--- src/rtl/csr_bank_pkg.sv ---
// Shared register map and helpers for the capture-control CSR bank.
// Holds the word offsets, the START bit position and the offset type.
package csr_bank_pkg;
    localparam int CSR_OFF_W = 3;
    typedef logic [CSR_OFF_W-1:0] csr_addr_t;

    localparam csr_addr_t CSR_CONTROL   = 3'd0;
    localparam csr_addr_t CSR_PKT_BEGIN = 3'd1;
    localparam csr_addr_t CSR_PKT_END   = 3'd2;
    localparam csr_addr_t CSR_STATUS    = 3'd3;
    localparam csr_addr_t CSR_IRQ_PEND  = 3'd4;
    localparam csr_addr_t CSR_IRQ_EN    = 3'd5;
    localparam csr_addr_t CSR_PKT_CNT   = 3'd6;
    localparam csr_addr_t CSR_SCRATCH   = 3'd7;

    // START sits directly above the mirrored state field.
    function automatic int start_bit(input int state_w);
        return state_w;
    endfunction
endpackage

--- src/rtl/csr_irq_ctrl.sv ---
// Interrupt pending/enable block: sticky pending bits with W1C clear,
// byte-masked enable register and a registered level irq.
module csr_irq_ctrl #(
    parameter int IRQ_W = 4
) (
    input  logic             clk,
    input  logic             reset,
    input  logic [IRQ_W-1:0] evt,
    input  logic [IRQ_W-1:0] w1c,
    input  logic [IRQ_W-1:0] en_mask,
    input  logic [IRQ_W-1:0] en_wdata,
    output logic [IRQ_W-1:0] pend,
    output logic [IRQ_W-1:0] enable,
    output logic             irq
);
    always_ff @(posedge clk or posedge reset) begin
        if (reset) begin
            pend   <= '0;
            enable <= '0;
            irq    <= 1'b0;
        end else begin
            // A set in the same cycle as a clear wins.
            pend   <= (pend & ~w1c) | evt;
            enable <= (enable & ~en_mask) | (en_wdata & en_mask);
            irq    <= |(pend & enable);
        end
    end
endmodule

--- src/rtl/csr_bank.sv ---
// Avalon-MM control/status bank for the capture datapath: CONTROL, packet
// window, status, interrupts, packet counter and scratch, 1-cycle reads.
module csr_bank
    import csr_bank_pkg::*;
#(
    parameter int DATA_W  = 32,
    parameter int ADDR_W  = 3,
    parameter int STATE_W = 2,
    parameter int IRQ_W   = 4
) (
    input  logic                clk,
    input  logic                reset,
    input  logic [ADDR_W-1:0]   address,
    input  logic                read,
    input  logic                write,
    input  logic [DATA_W-1:0]   writedata,
    input  logic [DATA_W/8-1:0] byteenable,
    output logic [DATA_W-1:0]   readdata,
    output logic                readdatavalid,
    input  logic [STATE_W-1:0]  state,
    input  logic [IRQ_W-1:0]    evt,
    input  logic                pkt_done,
    output logic [DATA_W-1:0]   out_control,
    output logic [DATA_W-1:0]   out_pkt_begin,
    output logic [DATA_W-1:0]   out_pkt_end,
    output logic                start_pulse,
    output logic                irq
);
    localparam int NB    = DATA_W / 8;
    localparam int START = start_bit(STATE_W);
    // Only bits above START are stored in CONTROL.
    localparam logic [DATA_W-1:0] CTRL_RW = {DATA_W{1'b1}} << (STATE_W + 1);

    logic [DATA_W-1:0]  bmask;
    logic [DATA_W-1:0]  ctrl_q, pkt_cnt, scratch_q, rd_val;
    logic [STATE_W-1:0] state_q;
    logic [IRQ_W-1:0]   pend, enable;
    csr_addr_t          off;
    logic               in_map, wr;

    always_comb begin
        bmask = '0;
        for (int b = 0; b < NB; b++) bmask[b*8 +: 8] = {8{byteenable[b]}};
    end

    assign off    = address[CSR_OFF_W-1:0];
    assign in_map = (address >> CSR_OFF_W) == '0;
    assign wr     = write & in_map;

    function automatic logic [DATA_W-1:0] merge(input logic [DATA_W-1:0] old,
                                                 input logic [DATA_W-1:0] wd,
                                                 input logic [DATA_W-1:0] m);
        return (old & ~m) | (wd & m);
    endfunction

    csr_irq_ctrl #(.IRQ_W(IRQ_W)) u_irq (
        .clk      (clk),
        .reset    (reset),
        .evt      (evt),
        .w1c      ((wr && off == CSR_IRQ_PEND) ? (writedata[IRQ_W-1:0] & bmask[IRQ_W-1:0]) : '0),
        .en_mask  ((wr && off == CSR_IRQ_EN) ? bmask[IRQ_W-1:0] : '0),
        .en_wdata (writedata[IRQ_W-1:0]),
        .pend     (pend),
        .enable   (enable),
        .irq      (irq)
    );

    assign out_control = ctrl_q | {{(DATA_W-STATE_W){1'b0}}, state_q};

    always_comb begin
        rd_val = '0;
        if (in_map) begin
            case (off)
                CSR_CONTROL:   rd_val = out_control;
                CSR_PKT_BEGIN: rd_val = out_pkt_begin;
                CSR_PKT_END:   rd_val = out_pkt_end;
                CSR_STATUS:    rd_val[STATE_W:0] = {pend != '0, state_q};
                CSR_IRQ_PEND:  rd_val[IRQ_W-1:0] = pend;
                CSR_IRQ_EN:    rd_val[IRQ_W-1:0] = enable;
                CSR_PKT_CNT:   rd_val = pkt_cnt;
                default:       rd_val = scratch_q;
            endcase
        end
    end

    always_ff @(posedge clk or posedge reset) begin
        if (reset) begin
            ctrl_q        <= '0;
            state_q       <= '0;
            out_pkt_begin <= '0;
            out_pkt_end   <= '0;
            pkt_cnt       <= '0;
            scratch_q     <= '0;
            readdata      <= '0;
            readdatavalid <= 1'b0;
            start_pulse   <= 1'b0;
        end else begin
            state_q       <= state;
            readdatavalid <= read;
            if (read) readdata <= rd_val;
            start_pulse <= wr && off == CSR_CONTROL && byteenable[START/8] && writedata[START];
            if (wr && off == CSR_CONTROL)   ctrl_q        <= merge(ctrl_q, writedata, bmask) & CTRL_RW;
            if (wr && off == CSR_PKT_BEGIN) out_pkt_begin <= merge(out_pkt_begin, writedata, bmask);
            if (wr && off == CSR_PKT_END)   out_pkt_end   <= merge(out_pkt_end, writedata, bmask);
            if (wr && off == CSR_SCRATCH)   scratch_q     <= merge(scratch_q, writedata, bmask);
            // Clear-on-write ignores byteenable; a coincident packet counts as the first.
            if (wr && off == CSR_PKT_CNT)
                pkt_cnt <= pkt_done ? DATA_W'(1) : '0;
            else if (pkt_done && pkt_cnt != '1)
                pkt_cnt <= pkt_cnt + DATA_W'(1);
        end
    end
endmodule

--- config.mk ---
export PLATFORM = sky130hd
export DESIGN_NAME = csr_bank
export DESIGN_NICKNAME = d
export VERILOG_FILES = /design/src/rtl/csr_bank_pkg.sv /design/src/rtl/csr_irq_ctrl.sv /design/src/rtl/csr_bank.sv
export SDC_FILE = /design/constraint.sdc
export NUM_CORES = 1
export LEC_CHECK = 0
export CELL_PAD_IN_SITES_DETAIL_PLACEMENT = 0
export CELL_PAD_IN_SITES_GLOBAL_PLACEMENT = 1
export CORE_MARGIN = 3
export CORE_UTILIZATION = 46
export CTS_BUF_LIST = sky130_fd_sc_hd__clkbuf_8
export DETAILED_ROUTE_END_ITERATION = 7
export GPL_TIMING_DRIVEN = 0
export PLACE_DENSITY = 0.86
export SLEW_MARGIN = 0
export SYNTH_ARGS = -nofsm -noshare
export SYNTH_HDL_FRONTEND = slang
export SYNTH_SLANG_ARGS = --single-unit
export TNS_END_PERCENT = 30
--- constraint.sdc ---
create_clock -name clk -period 10.6 [get_ports clk]
set_input_delay 2.12 -clock clk [delete_from_list [all_inputs] [get_ports clk]]
set_output_delay 2.12 -clock clk [all_outputs]
set_load 0.005 [all_outputs]
* After elaboration in Yosys (flattened, before gate mapping)
Cells that the tools add are included.
Word-level totals: output and inout bits 131, bits in registers 202
Cells by class: multiplexer cells 8, reductions and logical operators 15, $add $sub $neg 1, bitwise operators 20, equal/unequal tests 8
Operators by type and width (number):
- AND 32 bit | 5
- one-hot mux 28 bit (5 select lines) | 1
- OR 32 bit | 4
- two-way mux 32 bit | 2
- adder 32 x 1 -> 32 bit, second input constant | 1
- != test 32 bit, second input constant | 1
- inverter 32 bit | 1
- OR 32 x 2 -> 32 bit | 1
- one-hot mux 3 bit (7 select lines) | 1
- AND 4 bit | 5
- equality test 3 bit, second input constant | 4
- logical AND 1 bit | 10
- two-way mux 4 bit | 2
- inverter 4 bit | 2
- OR 4 bit | 2
- one-hot mux 1 bit (7 select lines) | 1
- equality test 3 x 2 -> 1 bit, second input constant | 2
- nonzero test 4 bit | 1
- OR reduction 4 bit | 1
- equality test 3 x 1 -> 1 bit, second input constant | 1
- zero test 3 bit | 1
- OR reduction 3 bit | 1
- nonzero test 2 bit | 1
- two-way mux 1 bit | 1

* Longest topological paths before layout
depth in word-level cells 6, gate-level depth with buffers 8

* By module
Synthesis repeated with hierarchy kept, for this count alone.
Unflattened totals: cell total of the unflattened synthesis 779, area, all modules 9330.2 µm²
By module, submodules not included:
- csr_bank | area an instance 8977.4 µm², seq. area each 4829.6 µm², instances 1, cells an instance 754
- csr_irq_ctrl | area an instance 352.8 µm², seq. area each 225.2 µm², instances 1, cells an instance 25

* Worst setup path after synthesis
Ideal clock, no wire load.
kind input port to flip-flop, from in address[1], to reg (tool-made name), path slack 6875 ps, required time 10475 ps, path buffers 2, arrival time 3600 ps, stages on the path 6, cells stage by stage clkbuf_1 and2_1 clkbuf_1 nand2_1 nor2_1 mux2_2
RTL lines:
- start: declaration | line csr_bank.sv:13 | input logic [ADDR_W-1:0] address,

* Worst setup path in the final report
from in address[2], to reg readdata[24]
On the way: cells in the longest elaborated chain, start to end 3, elaborated cells between the ends (all ways) 9
RTL lines:
- equality test 3 bit or equality test 3 x 2 -> 1 bit (tied branches) | line csr_bank.sv:73 | case (off)
- OR reduction 3 bit (no source line)
- one-hot mux 28 bit (5 select lines) (*) | line csr_bank.sv:73
- end signal: assignment | line csr_bank.sv:100 | if (read) readdata <= rd_val;
- end: declaration | line csr_bank.sv:18 | output logic [DATA_W-1:0] readdata,
Every way passes the cells marked *; elsewhere a longest branch is shown, timed or not. A chain may end at the register's enable or synchronous reset.

==> key figures <==
Global route
  – Largest net degree at the start of global routing: 120
  – Global routing met3 resource utilization: 0.06077
  – Global Route met2 Usage: 0.4327
  – GRT Max-Usage Layer: met2
  – First-pass GRT wire length: 45080 um
  – Initial antenna violation count: 0
  – GRT Overall Usage: 0.2655
  – GR Layer Usage met1: 0.3521
  – GRT Residual Overflow: 0
  – Vias in the first global route: 7553

Power
  – Pwr per Cell Area: 184.8 nW/um2
  – Peak supply drop: 116.5 uV
  – Leak: 5.105 nW

Critical path
  – Critical path endpoint category: flip-flop
  – Worst-path maximum fanout: 10
  – CP Launch Point: address[2]
  – Slowest CP cell: buf_1
  – Worst reg2reg path startpoint: pkt_cnt[1]
  – CP required: roughly 11 ns
  – Critical path cell sequence: clkdlybuf4s50_1 > clkbuf_1 > clkbuf_1 > buf_1 > nor2_1 > a221oi_1 > a21oi_1
  – WP data arrival: 5.02 ns
  – Kind of critical path: primary input to flip-flop
  – Most used cell along the critical path: clkbuf_1
  – Slowest stage delay, CP: 0.69 ns
  – Startpoint types: primary input

Placement
  – GP Congestion: roughly 0.9
  – HPWL after detailed placement: 21060 um
  – Placed standard-cell area: 11590 um2
  – DP Worst Slack: 5.511 ns
  – PortBufs: 178

Timing
  – Slew HR: 0.2918
  – Setup TNS: 0 ns
  – Final period util: 0.4401
  – RSZ-0062 raised after global routing: no
  – Final setup violating endpoints: 0
  – Actual slew at the worst max-slew pin: roughly 1.1 ns
  – Final slew viol count: 0
  – Setup Skew: 0.01461 ns
  – Fmax achieved: 214.4 MHz
  – Final Hold Vio Count: 0
  – Setup WS post-layout: ~5.9 ns
  – Hold_ws: 0.4842 ns
  – Crit path time final: 4.665 ns

Die
  – Row Count: 51
  – Core area: 19780 um2
  – Die ar.: 22280 um2
  – Die width: about 150 um
  – Initial Utilization: 0.4772
  – Num ports: ~180
  – Die height: 149.3 um

Yosys
  – Yosys top cell area share: 0.5355
  – Area leader, netlist: dfrtp_1
  – Syn nets: 847
  – Post-Synthesis Cells: 796
  – Post-synth cell types: 54
  – Yosys warning count: 0
  – Fraction of registers with async set or reset after synthesis: 1.000
  – Synth top area cells: dfrtp_1, mux2_2, mux2i_1
  – Number of synthesized flops with an enable pin: 0
  – FF+latch count, synth: roughly 200
  – Register area share after synthesis: 0.5355
  – Netlist Area Pre-Place: 9440 um2
  – Main synth FF type: dfrtp_1
  – Synth Area per Inst: 11.86 um2

CTS
  – Clk_lat worst skew: 0.52 ns
  – Post-CTS sizing: 0
  – Clock slew at reported path FFs: 0.06 ns
  – Htree depth: 2
  – Clk sinks: 202
  – CTS Root Cell: clkbuf_8
  – Post-CTS Setup Bufs: 0
  – Worst-case clock buffer depth: 3
  – CTS tree: built
  – Hold-fix buffer count after cts: 0
  – CTS Buf Count: 35

Drt
  – Pre-Repair DR Iteration Count: 6
  – DR vias/cell: roughly 6
  – Final wirelength: 29970 um
  – Antenna-violating nets left: 0
  – DRC: 0
  – Vias: 7613
  – Routed len/inst: 23.05 um
  – Initial drt markers: 572

Cells and area
  – Final instance area: 12290 um2
  – Layout cells sized above 1: 0.2058
  – Synth-to-layout area growth: 30.21%
  – Most frequent cells in the layout: dfrtp_1, clkdlybuf4s50_1, mux2_2, nor2_1, a21oi_1
  – Filler cells: 1612
  – ANT cells: 0
  – Commonest non-fill, non-tap cell in the layout: dfrtp_1
  – Layout Nets: 1063

Status
  – Status: finished, final reports clean

Run
  – # Max-Cap Violations: 0

Hold path
  – Hold Startpoint: readdata[29]
  – Hold Crit Class: flip-flop to flip-flop
==> metrics by stage <==
step	instances	power, mW	utilization
6_report	1300	2.271	0.6214
5_1_grt	1300	2.378	0.6214
4_1_cts	1300	2.285	0.6214
3_5_place_dp	1240	1.567	0.5858
3_3_place_gp	1239	1.556	0.5841
2_1_floorplan	796	1.244	-
==> worst max-delay path: cells and delay by family <==
| kind | cells | cell delay, ns |
|---|---|---|
| and+or+nand+nor | 1 | 0.12 |
| buffers and inverters | 4 | 2.43 |
| AOI/OAI and AO/OA | 2 | 0.35 |
==> logic make-up after synthesis <==
| logic type | share of synthesized area |
|---|---|
| muxes | 0.2203 |
| buffers and inverters | 0.02227 |
| DFF | 0.5355 |
| and+or+nand+nor | 0.1027 |
| adders and majority gates | 0.001325 |
| AOI/OAI and AO/OA | 0.1148 |
| xor gates and xnor gates | 0.002784 |
| other | 0.0003972 |
==> final timing paths <==
kind,end,slack (ns),cells after the start
max,readdata[24],5.94,7
min,readdata[29],0.48,1
max reg2reg,pkt_cnt[3],7.97,6
min reg2reg,readdata[29],0.48,1
max in group asynchronous,async pin,7.50,3
min in group asynchronous,async pin,2.09,2
==> synthesized netlist by cell type, drive strengths merged (3+ instances only) <==
| cell type | count |
|---|---|
| a21o | 4 |
| nor3 | 13 |
| and2 | 4 |
| and3 | 5 |
| a221oi | 4 |
| nand2 | 35 |
| buf | 14 |
| a22oi | 14 |
| nor2 | 57 |
| mux2 | 138 |
| nand3 | 13 |
| inv | 11 |
| o31ai | 9 |
| nor4 | 3 |
| o21a | 17 |
| o221ai | 18 |
| mux2i | 48 |
| or3 | 20 |
| nand4 | 14 |
| a211oi | 4 |
| nand2b | 5 |
| a311oi | 4 |
| dfrtp | 202 |
| a22o | 3 |
| or4 | 10 |
| o21ai | 24 |
| clkbuf | 28 |
| a21oi | 53 |
| nor2b | 3 |
==> area by class of cell <==
type	count	area (um2)	area share
clock inverters	13	56.30	0.004581
multi-input cells	541	4175	0.3397
repair buffers	179	1809	0.1472
inverters	11	48.80	0.003970
plain buffers	42	168.9	0.01374
well taps	265	331.6	0.02697
clock buffers	47	646.9	0.05263
flip-flops and latches	202	5055	0.4112
==> power breakdown <==
part	switching, mW	internal [mW]	total [mW]
Clock	0.321	0.394	0.715
Combinational	0.196	0.329	0.525
Sequential	0.117	0.914	1.03
==> routing by layer <==
layer,part of all wire,vias up
li1,-,3393
met1,0.42,3798
met2,0.47,360
met3,0.083,62
met4,0.027,0
met5,0,-
Power figures use the tool's default switching activity.
==> edit, RTL diff (same settings) <==
Add an input register stage for `evt`, cleared by the reset; this delays it by one clock. The other inputs are not delayed to match.
--- a/src/rtl/csr_bank.sv
+++ b/src/rtl/csr_bank.sv
@@ -33,2 +33,12 @@
 
+    logic [IRQ_W-1:0] evt_q;
+
+    always_ff @(posedge clk or posedge reset) begin
+        if (reset) begin
+            evt_q <= '0;
+        end else begin
+            evt_q <= evt;
+        end
+    end
+
     logic [DATA_W-1:0]  bmask;
@@ -58,3 +68,3 @@
         .reset    (reset),
-        .evt      (evt),
+        .evt      (evt_q),
         .w1c      ((wr && off == CSR_IRQ_PEND) ? (writedata[IRQ_W-1:0] & bmask[IRQ_W-1:0]) : '0),
Check against the original RTL: not equivalent (Yosys sat finds a counterexample within 4 cycles, from zero or initial values and one cycle with reset high).
==> edit against the original RTL <==
Total power is 1.0% higher; sequential cell count increased by 4; register-to-register slack better by 330 ps; utilization fell by 0.98 points; worst setup slack improved by 240 ps; design area increased by 1.0%; area after synthesis grew 1.2%; wire length decreased by 2.5%.
==> edit: results (changes against the original RTL) <==
status: "finished clean"  # unchanged
top_layer: "met4"  # unchanged
worstSetupStartpoint: "write"  # was address[2]
numCtsBuffers: 37  # was 35
fin_nets: 1064  # was 1063
max_stage_delay_ps: 1010  # was 690 ps
via_per_inst: 5.80  # was 5.86
yosys-top-cells-area: "dfrtp_1 (54%), mux2_2 (16%), mux2i_1 (5.0%)"  # was dfrtp_1 (54%), mux2_2 (16%), mux2i_1 (5.1%)
slowest_stage: "nor4_1"  # was buf_1
synth_compound_area_share_pct: 11.7  # was 11.5%
synth_xor_area_share_pct: 0  # was 0.278%
dp_cells: 1244  # was 1240
synth_nets: 846  # was 847
clk_pin_slew_worst_paths_ps: 60  # about the same
dp_hpwl_mm: 20.9  # was 21.1 mm
htreeDepth: 2  # unchanged
postCtsSetupBuffers: 0  # unchanged
met1_usage_pct: 36.0  # was 35.2%
cts_resized: 0  # unchanged
antenna_found_initial: 0  # unchanged
grt_util_met2_pct: 40.1  # was 43.3%
yosysUniqueCellTypes: 56  # was 54
clockBufferDepth: 3  # unchanged
cts-root-buf: "clkbuf_8"  # unchanged
grt_util_met3_pct: 6.86  # was 6.08%
grt_max_degree: 114  # was 120
grt_usage_pct: 26.1  # was 26.6%
timing.rr.start: "pkt_cnt[0]$_DFFE_PP0P_"  # was pkt_cnt[1]$_DFFE_PP0P_
synth_cells: 795  # was 796
drt-met1-wl_mm: 12.7  # was 12.4 mm
drt-total-wl_mm: 29.2  # was 30.0 mm
place_area_um2: 11700  # was 11600 um^2
dr_wl_met3_mm: 2.15  # was 2.49 mm
finalClockSkew_ps: 12.0  # was 14.6 ps
diodes: 0  # unchanged
ir_drop_v: 0.000106  # was 0.000117 V
intPower_mw: 1.66  # was 1.64 mW
synth.area.mux_share_pct: 21.3  # was 22.0%
wl_met2_mm: 13.6  # was 14.2 mm
synth_commonest_cells: "dfrtp_1 (206), mux2_2 (136), a21oi_1 (51), mux2i_1 (48), nor2_1 (48)"  # was dfrtp_1 (202), mux2_2 (138), nor2_1 (57), a21oi_1 (53), mux2i_1 (48)
cp_top_family: "simple AND/OR/NAND/NOR gates"  # was buffers and inverters
gp_congestion: 0.896  # was 0.928
grt_first_pass_wirelength_mm: 45.3  # was 45.1 mm
cp.arrival_ps: 4820  # was 5020 ps
first_global_vias: 7944  # was 7553
tightest_slew_ps: 1190  # was 1060 ps
power.leakage_nw: 5.33  # was 5.11 nW
ys_seq_area_share_pct: 53.9  # was 53.5%
yosysWarnings: 0  # unchanged
dp_slack_ps: 5680  # was 5510 ps
hold_class: "reg -> reg"  # unchanged
port_buffers: 178  # unchanged
final_layout_size_suffix_gt1_share_pct: 21.0  # was 20.6%
first_iter_violations: 465  # was 572
wl_per_cell_um: 22.4  # was 23.1 um
worstHoldStart: "evt_q[3]$_DFF_PP0_"  # was readdata[29]$_DFFE_PP0P_
clk-insertion-delay-late_ps: 520  # about the same
path_max_fanout: 8  # was 10
drt_pre_antenna_iters: 5  # was 6
synth_fa_ha_area_share_pct: 0.131  # was 0.133%
==> edit: cell type report <==
class	instances	area (um^2)
tap	270	338
multi-input combinational	536	4160
sequential	206	5150
clock inverter	13	82.6
clock buffer	45	619
inverter	7	33.8
timing repair buffer	179	1810
fill	1714	7890
buffer	46	218
==> edit: power by group through the flow <==
stage	registers, mW	clock network (mW)	logic, mW
finish	1.05	0.723	0.526
floorplan	1.04	0	0.223
detailed placement	1.06	0	0.528
global route	1.06	0.773	0.570
global placement	1.05	0	0.518
CTS	1.05	0.739	0.531
==> edit: path summary, 6_finish.rpt <==
path | end | slack, ps | cells past startpoint
worst max-delay path | register | 6180 | 5
worst min-delay path | u_irq.pend[3]$_DFF_PP0_ | 430 | 1
worst max register to register | pkt_cnt[18]$_DFFE_PP0P_ | 8300 | 7
worst min register to register | u_irq.pend[3]$_DFF_PP0_ | 430 | 1
max in group asynchronous | async pin | 7520 | 3
min in group asynchronous | async pin | 2120 | 2
